===== src/rtl/stack_calc_if.sv =====
// Command/status bundle for stack_calc: valid/ready command channel plus registered stack status.
interface stack_calc_if #(
  parameter int unsigned WIDTH = 16,
  parameter int unsigned DEPTH = 8
);
  localparam int unsigned DW = $clog2(DEPTH + 1);

  logic             cmd_valid;
  logic             cmd_ready;
  logic [1:0]       cmd;
  logic [3:0]       alu_op;
  logic [WIDTH-1:0] din;
  logic [WIDTH-1:0] top;
  logic [DW-1:0]    depth;
  logic             zero;
  logic             err;
  logic             done;

  modport master (
    output cmd_valid, cmd, alu_op, din,
    input  cmd_ready, top, depth, zero, err, done
  );

  modport slave (
    input  cmd_valid, cmd, alu_op, din,
    output cmd_ready, top, depth, zero, err, done
  );
endinterface


===== src/rtl/stack_calc.sv =====
// RPN calculator: DEPTH-entry operand stack with PUSH/POP/OP/CLEAR commands and a sticky error.
module stack_calc #(
  parameter int unsigned WIDTH = 16,
  parameter int unsigned DEPTH = 8
) (
  input logic         clk,
  input logic         rst,
  stack_calc_if.slave bus
);
  localparam int unsigned DW = $clog2(DEPTH + 1);
  localparam int unsigned AW = $clog2(DEPTH);
  localparam int unsigned SW = $clog2(WIDTH);

  localparam logic [1:0] CmdPush  = 2'b00;
  localparam logic [1:0] CmdPop   = 2'b01;
  localparam logic [1:0] CmdOp    = 2'b10;
  localparam logic [1:0] CmdClear = 2'b11;

  // riscv_alu_constants encodings
  localparam logic [3:0] AluAnd = 4'b0000;
  localparam logic [3:0] AluOr  = 4'b0001;
  localparam logic [3:0] AluAdd = 4'b0010;
  localparam logic [3:0] AluSub = 4'b0110;
  localparam logic [3:0] AluLt  = 4'b0111;
  localparam logic [3:0] AluSrl = 4'b1000;
  localparam logic [3:0] AluSll = 4'b1001;
  localparam logic [3:0] AluSra = 4'b1010;
  localparam logic [3:0] AluXor = 4'b1101;

  typedef enum logic [1:0] {StIdle, StExec, StWrite} state_e;

  state_e           state_q, state_d;
  logic [WIDTH-1:0] stk_q [DEPTH];
  logic [WIDTH-1:0] top_q, op1_q, op2_q, res_q, alu_res, nos_val;
  logic [3:0]       aluop_q;
  logic [DW-1:0]    depth_q;
  logic             zero_q, err_q, done_q;
  logic             accept, full, empty, op_ok, op_start;
  logic [AW-1:0]    push_idx, nos_idx;
  logic [SW-1:0]    shamt;

  always_comb begin
    accept   = bus.cmd_valid && (state_q == StIdle);
    full     = (depth_q == DW'(DEPTH));
    empty    = (depth_q == '0);
    push_idx = AW'(depth_q);
    nos_idx  = AW'(depth_q - DW'(2));
    nos_val  = stk_q[nos_idx];
    case (bus.alu_op)
      AluAnd, AluOr, AluAdd, AluSub, AluLt, AluSrl, AluSll, AluSra, AluXor: op_ok = 1'b1;
      default: op_ok = 1'b0;
    endcase
    op_start = accept && (bus.cmd == CmdOp) && op_ok && (depth_q >= DW'(2));
  end

  always_comb begin
    shamt = op2_q[SW-1:0];
    case (aluop_q)
      AluAnd:  alu_res = op1_q & op2_q;
      AluOr:   alu_res = op1_q | op2_q;
      AluXor:  alu_res = op1_q ^ op2_q;
      AluAdd:  alu_res = op1_q + op2_q;
      AluSub:  alu_res = op1_q - op2_q;
      AluLt:   alu_res = {{(WIDTH-1){1'b0}}, $signed(op1_q) < $signed(op2_q)};
      AluSll:  alu_res = op1_q << shamt;
      AluSrl:  alu_res = op1_q >> shamt;
      AluSra:  alu_res = $unsigned($signed(op1_q) >>> shamt);
      default: alu_res = '0;
    endcase
  end

  always_comb begin
    state_d = state_q;
    case (state_q)
      StIdle:  if (op_start) state_d = StExec;
      StExec:  state_d = StWrite;
      StWrite: state_d = StIdle;
      default: state_d = StIdle;
    endcase
  end

  always_ff @(posedge clk) begin
    if (rst) begin
      state_q <= StIdle;
      depth_q <= '0;
      top_q   <= '0;
      zero_q  <= 1'b0;
      err_q   <= 1'b0;
      done_q  <= 1'b0;
      op1_q   <= '0;
      op2_q   <= '0;
      res_q   <= '0;
      aluop_q <= '0;
    end else begin
      state_q <= state_d;
      done_q  <= 1'b0;
      case (state_q)
        StIdle: begin
          if (accept) begin
            // A valid OP reports done only after its WRITE cycle
            done_q <= !op_start;
            unique case (bus.cmd)
              CmdPush: begin
                if (!full) begin
                  depth_q <= depth_q + DW'(1);
                  top_q   <= bus.din;
                  zero_q  <= (bus.din == '0);
                end else begin
                  err_q <= 1'b1;
                end
              end
              CmdPop: begin
                if (!empty) begin
                  depth_q <= depth_q - DW'(1);
                  top_q   <= (depth_q >= DW'(2)) ? nos_val : '0;
                  zero_q  <= (depth_q >= DW'(2)) && (nos_val == '0);
                end else begin
                  err_q <= 1'b1;
                end
              end
              CmdOp: begin
                if (op_start) begin
                  op1_q   <= nos_val;
                  op2_q   <= top_q;
                  aluop_q <= bus.alu_op;
                end else begin
                  err_q <= 1'b1;
                end
              end
              CmdClear: begin
                depth_q <= '0;
                top_q   <= '0;
                zero_q  <= 1'b0;
                err_q   <= 1'b0;
              end
            endcase
          end
        end
        StExec: res_q <= alu_res;
        StWrite: begin
          depth_q <= depth_q - DW'(1);
          top_q   <= res_q;
          zero_q  <= (res_q == '0);
          done_q  <= 1'b1;
        end
        default: ;
      endcase
    end
  end

  // Storage needs no reset: entries above depth are never observed
  always_ff @(posedge clk) begin
    if (!rst) begin
      if (accept && (bus.cmd == CmdPush) && !full) begin
        stk_q[push_idx] <= bus.din;
      end else if (state_q == StWrite) begin
        stk_q[nos_idx] <= res_q;
      end
    end
  end

  assign bus.cmd_ready = (state_q == StIdle);
  assign bus.top       = top_q;
  assign bus.depth     = depth_q;
  assign bus.zero      = zero_q;
  assign bus.err       = err_q;
  assign bus.done      = done_q;
endmodule


===== src/flat_wrapper.sv =====
// flat-port wrapper written by rule: the top's interface ports become plain ports
module stack_calc_flat 
#(
  parameter int unsigned WIDTH = 16,
  parameter int unsigned DEPTH = 8
)
  (clk, rst, bus_cmd_valid, bus_cmd, bus_alu_op, bus_din, bus_cmd_ready, bus_top, bus_depth, bus_zero, bus_err, bus_done);
  stack_calc_if #(.WIDTH(WIDTH), .DEPTH(DEPTH)) bus_i ();
  input logic clk;
  input logic rst;
  input wire logic [$bits(bus_i.cmd_valid)-1:0] bus_cmd_valid;
  input wire logic [$bits(bus_i.cmd)-1:0] bus_cmd;
  input wire logic [$bits(bus_i.alu_op)-1:0] bus_alu_op;
  input wire logic [$bits(bus_i.din)-1:0] bus_din;
  output wire logic [$bits(bus_i.cmd_ready)-1:0] bus_cmd_ready;
  output wire logic [$bits(bus_i.top)-1:0] bus_top;
  output wire logic [$bits(bus_i.depth)-1:0] bus_depth;
  output wire logic [$bits(bus_i.zero)-1:0] bus_zero;
  output wire logic [$bits(bus_i.err)-1:0] bus_err;
  output wire logic [$bits(bus_i.done)-1:0] bus_done;
  assign bus_i.cmd_valid = bus_cmd_valid;
  assign bus_i.cmd = bus_cmd;
  assign bus_i.alu_op = bus_alu_op;
  assign bus_i.din = bus_din;
  assign bus_cmd_ready = bus_i.cmd_ready;
  assign bus_top = bus_i.top;
  assign bus_depth = bus_i.depth;
  assign bus_zero = bus_i.zero;
  assign bus_err = bus_i.err;
  assign bus_done = bus_i.done;
  stack_calc #(.WIDTH(WIDTH), .DEPTH(DEPTH)) u_core (.clk(clk), .rst(rst), .bus(bus_i));
endmodule

===== config.mk =====
export PLATFORM = sky130hd
export DESIGN_NAME = stack_calc_flat
export DESIGN_NICKNAME = d
export VERILOG_FILES = /design/src/rtl/stack_calc_if.sv /design/src/rtl/stack_calc.sv /design/src/flat_wrapper.sv
export SDC_FILE = /design/constraint.sdc
export NUM_CORES = 1
export LEC_CHECK = 0
export ABC_AREA = 1
export BUFFER_PORTS_ARGS = -buffer_cell sky130_fd_sc_hd__buf_2
export CAP_MARGIN = 20
export CORE_MARGIN = 3
export CORE_UTILIZATION = 60
export DETAILED_ROUTE_END_ITERATION = 7
export PLACE_DENSITY = 0.89
export SYNTH_ARGS = -nofsm -noshare
export SYNTH_HDL_FRONTEND = slang
export SYNTH_SLANG_ARGS = --single-unit

===== constraint.sdc =====
create_clock -name clk -period 5.9 [get_ports clk]
set_input_delay 1.18 -clock clk [delete_from_list [all_inputs] [get_ports clk]]
set_output_delay 1.18 -clock clk [all_outputs]
set_load 0.01 [all_outputs]

==> impl_metrics.csv <==
group,metric,value,unit
routing,drc,0,
logic_synthesis,yosysWarnings,0,
die,die-area,23340,um^2
routing,drtPass1Iterations,8,
placed_design,dpl-instance-area,13270,um^2
routing,via_per_inst,6.294,
cts,cts_buffer_depth,3,
logic_synthesis,yosys_most_used_dff,"edfxtp_1",
logic_synthesis,yosys-top-cells-count,"nand2_1, nor2_1, nand3_1, inv_1, o21ai_0",
grt,grt_pass1_wl,66010,um
die,dieHeight,152.8,um
die,initial_core_util,61.29,%
placed_design,placedCellCount,2015,
finish,final_cell_area,13940,um^2
logic_synthesis,synthDistinctLibCells,49,
routing,wl,42590,um
finish,nNetsFinal,1852,
grt,grt_overflow,0,
setup_path,setup.worst_path.class,"in -> reg",
logic_synthesis,synth_compound_area_share,14.27,%
grt,antenna_found_initial,1,
run,drv_cap,0,
die,coreArea,21090,um^2
placed_design,hpwl,30750,um
setup_path,worstPathMaxFanout,44,
finish,diodes,0,
logic_synthesis,seq_area_frac_synth,41.67,%
sta,timing.setup.tns,0,ps
grt,grt_max_degree,77,
setup_path,worstPathArrival,4090,ps
cts,ctsHtreeMaxLevel,1,
sta,skew,9.563,ps
cts,clk_latency,500,ps
sta,worst_pin_slew,1077,ps
grt,grt_util_all_layers,35.29,%
logic_synthesis,synth_seq_cells,205,
die,die_w,152.8,um
cts,numCtsBuffers,19,
finish,instances_no_fill,2048,
cts,post_cts_resized,0,
power,ir_drop,351.4,uV
die,pin_count,49,
cts,cts-root-buf,"clkbuf_16",
cts,post-cts-setup-buffers,0,
grt,top_usage_layer,"met2",
routing,vias,12890,
logic_synthesis,synth.most_common_cell,"nand2_1",
logic_synthesis,synth_simple_gate_area_share,29.04,%
sta,finalHoldViolations,0,
routing,ant_nets,0,
cts,clkSinkCount,205,
logic_synthesis,yosysTopAreaCell,"edfxtp_1",
sta,period_needed,3884,ps
logic_synthesis,async_flop_share,0,%
logic_synthesis,synth_edf_count,128,
cts,cts_tree,"built",
logic_synthesis,synth_xor_area_share,0.2711,%
sta,maxSlewHeadroom,27.80,%
routing,dr.first_iter.drc_count,1746,
grt,use_met2,56.23,%
finish,utilization,66.10,%
logic_synthesis,syn_inst,1750,
power,power.density,258.1,nW/um^2
routing,avgRoutedWirePerCell,20.80,um
placed_design,place_congestion,1.028,
worst_hold_path,hp-class,"reg -> reg",
logic_synthesis,synthTopCellsByArea,"edfxtp_1, nand2_1, dfxtp_1, nand3_1, ha_1",
finish,final_layout_size_suffix_gt1_share,8.009,%
placed_design,portBuffers,48,
logic_synthesis,syn_nets,1840,
setup_path,worst_setup_path_end_kind,"flop",
finish,syn_to_final_growth,7.841,%
sta,rsz0062_at_grt,"no",
logic_synthesis,yosysTopAreaCellShare,29.74,%
cts,ctsHoldBuffers,0,
logic_synthesis,synth_top_family_by_area,"simple AND/OR/NAND/NOR gates",
sta,max_freq,0.2575,GHz
sta,setup_viol,0,
power,p_leak,0.005997,uW
logic_synthesis,syn_area,12920,um^2
die,rows,53,
grt,grt_pass1_vias,11830,
setup_path,required,6110,ps
grt,met3_usage,6.419,%
logic_synthesis,synth_mux_area_share,0.07744,%
grt,use_met1,47.55,%
setup_path,critPathLaunchType,"input port",
sta,holdWs,448.7,ps
logic_synthesis,syn_area_per_cell,7.386,um^2
sta,slew_violations,0,
cts,cts.clk_slew.worst_paths,70,ps
sta,finalCritPeriodShare,65.83,%
logic_synthesis,synth_fa_ha_area_share,6.409,%
status,status,"completed",
-- stage by stage --
step,total power (uW),setup slack [ps]
2_1_floorplan,2066,2655
3_3_place_gp,2251,1388
3_5_place_dp,2265,1561
4_1_cts,3569,2075
5_1_grt,3718,1755
6_report,3598,2016
-- sequential cells by signal, summed over array words and instances (netlist names) --
signal            count
u_core.aluop_q        4
u_core.bus.depth      4
u_core.bus.done       1
u_core.bus.err        1
u_core.bus.top       16
u_core.bus.zero       1
u_core.op1_q         16
u_core.op2_q         16
u_core.res_q         16
u_core.state_q        2
u_core.stk_q        128
-- final timing paths --
check                      startpoint                  to  slack (ps)  depth (start not counted)
setup reg to reg  u_core.bus.depth[1]  u_core.stk_q[2][0]        2480                          8
setup / recovery                  rst  u_core.stk_q[7][0]        2020                          7
hold / removal         u_core.bus.err      u_core.bus.err         450                          2
hold reg to reg        u_core.bus.err      u_core.bus.err         450                          2
-- cell families after synthesis --
family | count (synthesis)
and+or+nand+nor | 902
AOI/OAI and AO/OA | 320
buffers and inverters | 253
DFF | 205
adders and majority gates | 65
xor gates and xnor gates | 4
muxes | 1
-- power by group --
part / switching [uW] / leakage, uW / internal [uW]
sequential: 38.8 / 0.00178 / 1550
combinational: 492 / 0.00389 / 186
clock: 531 / 0.000325 / 798
total: 1060 / 0.00600 / 2540
-- layer usage --
layer  wire length [um]  up-vias  share of wire, %
met2              19040      941                45
met1              16010     5932                38
met3               5248      165                12
li1                   -     5851                 -
met4               2284        2               5.4
met5                 14        -             0.033
-- cell type report --
class | instances | area, um^2
clock buffers | 24 | 516.7
clock inverters | 8 | 146.4
fillers | 1733 | 7149
inverters | 170 | 638.1
multi-input cells | 1292 | 6471
flip-flops and latches | 205 | 5386
well taps | 275 | 344.1
repair buffers | 74 | 435.4
-- cell usage in the layout (no fill, tap or decap), types with 3 or more instances in the layout --
master,netlist,final
dfxtp_1,77,76
a41oi_2,5,5
a41oi_1,7,7
nand3b_1,4,4
a221oi_1,5,5
o22ai_1,12,12
o21bai_1,3,3
nor2_1,166,166
o21ai_0,132,132
inv_1,152,152
buf_4,7,25
buf_2,30,48
bufinv_16,0,4
o21ai_1,16,16
clkbuf_16,0,20
nor3_1,16,16
a211oi_1,12,12
ha_1,63,63
nor2_2,6,6
o31ai_1,3,3
nand3_1,160,160
and2_1,4,4
nor4_1,5,5
clkbuf_1,36,3
nand2_1,514,514
xor2_1,3,3
a21oi_1,103,103
nand4_1,15,15
o211ai_1,12,12
nand2_2,3,3
inv_2,14,14
edfxtp_1,128,128
clkinv_1,4,5
nor2_4,4,4
-- critical path: stages --
cell     delay, ps
buf_2          390
nor2_2         740
inv_1          290
o21ai_0        360
nand2_1        120
nor2_1         680
buf_4          310
Power figures use the tool's default switching activity.
